## src/rtl/alu_result_fifo.sv

```systemverilog
// In-order capture FIFO for ALU results with op code and N/Z/C/V flags.
// Ports: clk/rst; in_* valid/ready push side; out_* valid/ready pop side;
//   count = occupancy; sticky_flags = OR of accepted flags (sticky_clr clears);
//   drop_cnt = saturating count of offered-but-refused results.
module alu_result_fifo #(
   parameter int DEPTH = 4,
   parameter int PTR_W = 2,
   parameter int CNT_W = 3
) (
   input  logic             clk,
   input  logic             rst,
   input  logic             in_valid,
   output logic             in_ready,
   input  logic [2:0]       in_op,
   input  logic [7:0]       in_result,
   input  logic [3:0]       in_flags,
   output logic             out_valid,
   input  logic             out_ready,
   output logic [2:0]       out_op,
   output logic [7:0]       out_result,
   output logic [3:0]       out_flags,
   output logic [CNT_W-1:0] count,
   output logic [3:0]       sticky_flags,
   input  logic             sticky_clr,
   output logic [7:0]       drop_cnt
);

   typedef struct packed {
      logic [2:0] op;
      logic [7:0] res;
      logic [3:0] flags;
   } ent_t;

   ent_t             r_mem [DEPTH];
   logic [PTR_W-1:0] r_wr_ptr;
   logic [PTR_W-1:0] r_rd_ptr;
   logic [CNT_W-1:0] r_count;
   logic [3:0]       r_sticky;
   logic [7:0]       r_drop;

   logic             w_push;
   logic             w_pop;
   logic             w_drop;
   logic             w_empty;
   ent_t             w_head;

   // Full FIFO refuses even when a pop is happening: no pass-through.
   assign in_ready  = !rst && (r_count < CNT_W'(DEPTH));
   assign w_empty   = (r_count == '0);
   assign out_valid = !w_empty;
   assign w_push    = in_valid && in_ready;
   assign w_pop     = out_valid && out_ready;
   assign w_drop    = in_valid && !in_ready && !rst;

   // Gate the head with occupancy so stale storage never shows.
   assign w_head     = w_empty ? '0 : r_mem[r_rd_ptr];
   assign out_op     = w_head.op;
   assign out_result = w_head.res;
   assign out_flags  = w_head.flags;

   assign count        = r_count;
   assign sticky_flags = r_sticky;
   assign drop_cnt     = r_drop;

   // Storage needs no reset; reads are masked while empty.
   always_ff @(posedge clk) begin
      if (w_push) begin
         r_mem[r_wr_ptr] <= '{op: in_op, res: in_result, flags: in_flags};
      end
   end

   always_ff @(posedge clk) begin
      if (rst) begin
         r_wr_ptr <= '0;
         r_rd_ptr <= '0;
         r_count  <= '0;
         r_sticky <= '0;
         r_drop   <= '0;
      end else begin
         if (w_push) begin
            r_wr_ptr <= r_wr_ptr + 1'b1;
         end
         if (w_pop) begin
            r_rd_ptr <= r_rd_ptr + 1'b1;
         end
         case ({w_push, w_pop})
            2'b10:   r_count <= r_count + 1'b1;
            2'b01:   r_count <= r_count - 1'b1;
            default: r_count <= r_count;
         endcase
         r_sticky <= (sticky_clr ? 4'h0 : r_sticky)
                   | (w_push ? in_flags : 4'h0);
         if (w_drop && (r_drop != 8'hFF)) begin
            r_drop <= r_drop + 8'd1;
         end
      end
   end

endmodule

```

## config.mk

```make
export PLATFORM = sky130hd
export DESIGN_NAME = alu_result_fifo
export DESIGN_NICKNAME = d
export VERILOG_FILES = /design/src/rtl/alu_result_fifo.sv
export SDC_FILE = /design/constraint.sdc
export NUM_CORES = 1
export LEC_CHECK = 0
export BUFFER_PORTS_ARGS = -buffer_cell sky130_fd_sc_hd__buf_4
export CAP_MARGIN = 20
export CELL_PAD_IN_SITES_DETAIL_PLACEMENT = 1
export CELL_PAD_IN_SITES_GLOBAL_PLACEMENT = 2
export CORE_ASPECT_RATIO = 0.9
export CORE_UTILIZATION = 39
export DETAILED_ROUTE_END_ITERATION = 6
export PLACE_DENSITY_LB_ADDON = 0.1
export SYNTH_ARGS = -nofsm -noshare
export SYNTH_HDL_FRONTEND = slang
export SYNTH_SLANG_ARGS = --single-unit
```

## constraint.sdc

```tcl
create_clock -name clk -period 2.95 [get_ports clk]
set_input_delay 0.295 -clock clk [delete_from_list [all_inputs] [get_ports clk]]
set_output_delay 0.295 -clock clk [all_outputs]
set_load 0.02 [all_outputs]
```

==> Word-level counts from Yosys, hierarchy flattened <==
Memory sizes are Yosys's and may differ from the RTL's. A register that Yosys moved wholly into a read port is not among the register bits.
Cells that the tools add are included.
{ "op_classes": {"n_addsub": 5, "n_mul": 0, "n_div": 0, "n_lt_le_gt_ge": 1, "n_eq_ne": 3, "n_shift": 0, "mux": 8, "n_bitwise": 1, "reduce_logical": 11} }
{ "op_table": {"columns": ["operator", "n"], "rows": [
  ["15-bit 2-to-1 mux", 1],
  ["8-bit by 1-bit adder with 8-bit output (second input constant)", 1],
  ["4-bit 2-to-1 mux", 2],
  ["8-bit != test (second input constant)", 1],
  ["1-bit logical AND", 6],
  ["3-bit case mux with 2 select lines", 1],
  ["2-bit by 1-bit adder with 2-bit output (second input constant)", 2],
  ["2-bit 2-to-1 mux", 2],
  ["4-bit OR", 1],
  ["3-bit by 1-bit adder with 3-bit output (second input constant)", 1],
  ["1-bit zero test", 3],
  ["3-bit zero test", 1],
  ["3-bit < comparator (second input constant)", 1],
  ["3-bit by 1-bit subtractor with 3-bit output (second input constant)", 1],
  ["2-bit by 1-bit == test with 1-bit output (second input constant)", 1],
  ["2-bit == test (second input constant)", 1],
  ["1-bit 2-to-1 mux", 2],
  ["2-bit nonzero test", 1]
]} }
{ "word_totals": {"ff_bits": 19, "latch_bits": 0, "ramBits": 60, "romBits": 0, "input_bits": 20, "output_inout_bits": 32, "word_cells": 35, "mem_count": 1} }
{ "memory_table": {"columns": ["memory", "depth", "word_bits", "rd", "rd_ports_with_merged_regs", "wr", "line_no", "source"], "rows": [
  ["r_mem", 4, 15, 1, 1, 1, "34", "ent_t r_mem [DEPTH];"]
]} }

==> Depth between registers and ports, before layout <==
{ "logic_depth": {"word_depth": 6, "depth_mapped": 9} }

==> Least setup slack after synthesis <==
Ideal clock, no wire load.
{ "synth_path": {"kind": "reg-to-reg", "start": "reg r_count[2], in the netlist count[2]", "end": "reg r_count[2], in the netlist count[2]", "setup_ns": 0.071, "t_arrival_ns": 2.243, "required_time_ns": 2.879, "setup_slack_ns": 0.636, "path_stages_with_launch": 10, "n_path_buf": 1, "path_cell_list": "dfxtp_1 or3_1 clkbuf_2 and2_4 ha_1 inv_1 fa_1 xor2_1 or3_2 a21oi_1"} }
{ "synth_between": {"elab_chain_cells": 5, "elab_cells_between_ends": 12} }
{ "synth_rtl": {"columns": ["element", "line_no", "source"], "rows": [
  ["from (decl)", "37", "logic [CNT_W-1:0] r_count;"],
  ["from (signal assigned)", "87", "2'b10: r_count <= r_count + 1'b1;"],
  ["from (signal assigned)", "88", "2'b01: r_count <= r_count - 1'b1;"],
  ["from (signal assigned)", "89", "default: r_count <= r_count;"],
  ["3-bit zero test *", "49", "assign w_empty = (r_count == '0);"],
  ["1-bit zero test *", "50", "assign out_valid = !w_empty;"],
  ["1-bit logical AND *", "52", "assign w_pop = out_valid && out_ready;"],
  ["via w_pop", "42", "logic w_pop;"],
  ["2-bit by 1-bit == test with 1-bit output or 2-bit == test (tied branches)", "86", "case ({w_push, w_pop})"],
  ["3-bit case mux with 2 select lines or 2-bit nonzero test (tied branches)", null, null]
]} }
Mark *: on every way through the listed nets, which the timed path passes. The rest lies on a longest branch.
A chain may end at the register's enable or synchronous reset.

==> impl_metrics.toml <==
[final_layout]
final_cell_mix = "edfxtp_1 (60), buf_4 (57), dfxtp_1 (21)"
final_common_cell = "edfxtp_1"
stdcell_count = 374
antenna_cells = 0
area_growth_pct = 21.4
drive_above_1_share_pct = 32.7
finalNetCount = 297
design_area_sq_mm = 0.00395

[yosys]
ys_warn_count = 0
yosys.area_share.simple_pct = 11.4
ys_seq_area_share_pct = 68.2
synth_adder_area_share_pct = 2.92
syn-num-nets = 236
ys_types = 35
async_flop_share_pct = 0
synth_enable_flop_cells = 60
synth_top_flop_cell = "edfxtp_1"
synthXorXnorAreaFrac_pct = 1.88
syn_avg_cell_area_sq_um = 15.6
synth_top_family_by_area = "simple AND/OR/NAND/NOR gates"
synth.area.mux_share_pct = 10.7
synth-seq-cells = 81
syn_inst = 209
netlist_area_sq_mm = 0.00326
synth_compound_area_share_pct = 2.88

[power_and_ir_drop]
p_total_mw = 3.01
pwr-share-comb_pct = 32.1
switching_share_pct = 31.0
p_int_mw = 2.08
power_density_mw_per_mm2 = 762
p_sw_mw = 0.934
p_leak_nw = 1.43
power_frac_seq_pct = 45.4
clock_power_share_pct = 22.5
peakVddDrop_uv = 280

[grt]
grt_pass1_vias = 1897
grt_usage_pct = 15.9
grt_max_degree = 25
overflow = 0
grt_pass1_wl_um = 10000
antenna_found_initial = 0

[cts]
postCtsResizedCells = 0
cts_tree = "yes"
cts_sinks = 81
cts.clk_slew.worst_paths_ns = 0.08
htree_levels = 3
ctsHoldBuffers = 0
cts-root-buf = "clkbuf_8"
post-cts-setup-buffers = 0
clk_latency_ns = 0.34
cts_made_buffers = 9
clock_path_buffers = 2

[worst_setup_path]
crit_chain = "buf_12 -> mux4_2 -> and2_1 -> buf_4"
crit_slowest_cell = "dfxtp_1"
start_kind = "flop"
worstSetupEndpointType = "output port"
crit_arrival_ns = 2.02
slowest_delay_ns = 0.62
required_ns = 2.65
path_class = "flop to output port"
critPathMaxFanout = 10

[detailed_routing]
drt_iter0_markers = 56
drtAntennaViolNets = 0
dr.pass1.iters = 7
vias_per_cell = 4.98
wl_um = 6300
num_vias = 1864
wl_per_cell_um = 16.8
remaining_drc_errors = 1

[timing]
max_slew.worst_pin.slew_ns = 0.774
setup_tns_ns = 0
max_freq_ghz = 0.432
hold_violations = 0
finClkSkew_ns = 0.00948
min_period_ns = 2.32
relSlewSlack_pct = 48.4
period_share_pct = 78.5
rsz0062_at_grt = "false"
setup_viol = 0
worst_slack_ns = 0.633
final_max_slew_viol_count = 0

[placement]
routabilityCongestion = 0.706
placed_cells = 358
dpl_worst_slack_ns = 0.768
port_buffers = 51
placed_area_sq_mm = 0.00379
hpwl_um = 4230

[min_path]
hold_path.class = "input port to flop"

[floorplan]
die-width_um = 98.3
rows = 31
dieArea_sq_mm = 0.00872
initial_core_util_pct = 40.4
core_area_sq_mm = 0.00807
die_height_um = 88.7
num_io_pins = 52

[run]
cap_viol_max_count = 0

[run_status]
violations = "design-rule violations"
outcome = "finished with violations"
[stage by stage]
step           hold slack, ns  util [%]
3_5_place_dp            0.500      47.0
5_1_grt                 0.125      49.0
3_3_place_gp            0.490      47.0
6_report                0.148      49.0
2_1_floorplan           0.394         -
4_1_cts                 0.128      49.0
[per-layer routing]
metal | vias to the layer above | share of wire [%] | wire length (um) | global-route usage, %
met5 | - | 0 | 0 | 0
met4 | 0 | 1.2 | 78 | 6.11
met3 | 7 | 4.1 | 259 | 4.98
met2 | 43 | 47 | 2950 | 25.4
met1 | 922 | 48 | 3010 | 20.6
li1 | 892 | - | - | -
[Yosys cell counts (all sizes together) (2+ instances only)]
cell,n,share of area [%]
edfxtp,60,55
dfxtp,21,13
and2,20,3.9
nor2,19,2.2
mux4,15,10
a21oi,8,1.2
inv,7,0.81
nor3,7,1.1
ha,6,2.3
clkbuf,5,0.61
xor2,5,1.3
nand2,4,0.46
nand3,4,0.61
nor2b,4,0.77
buf,3,0.54
o21ai,3,0.46
or3,3,0.61
xnor2,2,0.54
[path summary, 6_finish.rpt]
kind,start,to,slack [ns],cells past startpoint
worst max-delay path,flop,out_result[2],0.63,4
worst min-delay path,in_result[7],r_mem[0][11]$_DFFE_PP_,0.15,1
worst max register to register,count[2]$_SDFFE_PP0P_,count[2]$_SDFFE_PP0P_,0.75,8
worst min register to register,drop_cnt[6]$_SDFFE_PP0P_,drop_cnt[6]$_SDFFE_PP0P_,0.51,1
[power by group through the flow]
stage          registers (mW)  logic (mW)  clock network [mW]
6_report                 1.37       0.967               0.678
5_1_grt                  1.38        1.05               0.750
4_1_cts                  1.37       0.993               0.710
3_5_place_dp             1.39       0.991                   0
3_3_place_gp             1.40       0.982                   0
2_1_floorplan            1.38       0.610                   0
[flip-flops by register name, indices dropped and copies added (netlist names), named ones only]
name	flops
count	3
r_wr_ptr	2
drop_cnt	8
r_rd_ptr	2
sticky_flags	4
r_mem	60
[worst max-delay path: cells and delay by family, from the launching register on]
kind | cells | cell delay (ns)
flops | 1 | 0.62
mux | 1 | 0.50
buf+inv | 2 | 0.38
simple gates | 1 | 0.18
[cell type report]
class	instances	area [sq um]
fill	823	4110
timing repair buffer	58	448
clock inverter	5	31.3
inverter	7	26.3
tap	99	124
clock buffer	11	131
sequential	81	2220
multi-input combinational	113	971
[cell families after synthesis]
kind of cell | count (synthesis)
compound gates | 16
xor+xnor | 7
fa+ha+maj | 7
buf+inv | 15
flops | 81
mux | 16
simple gates | 67
No activity file was read; power rests on OpenSTA's default activity.
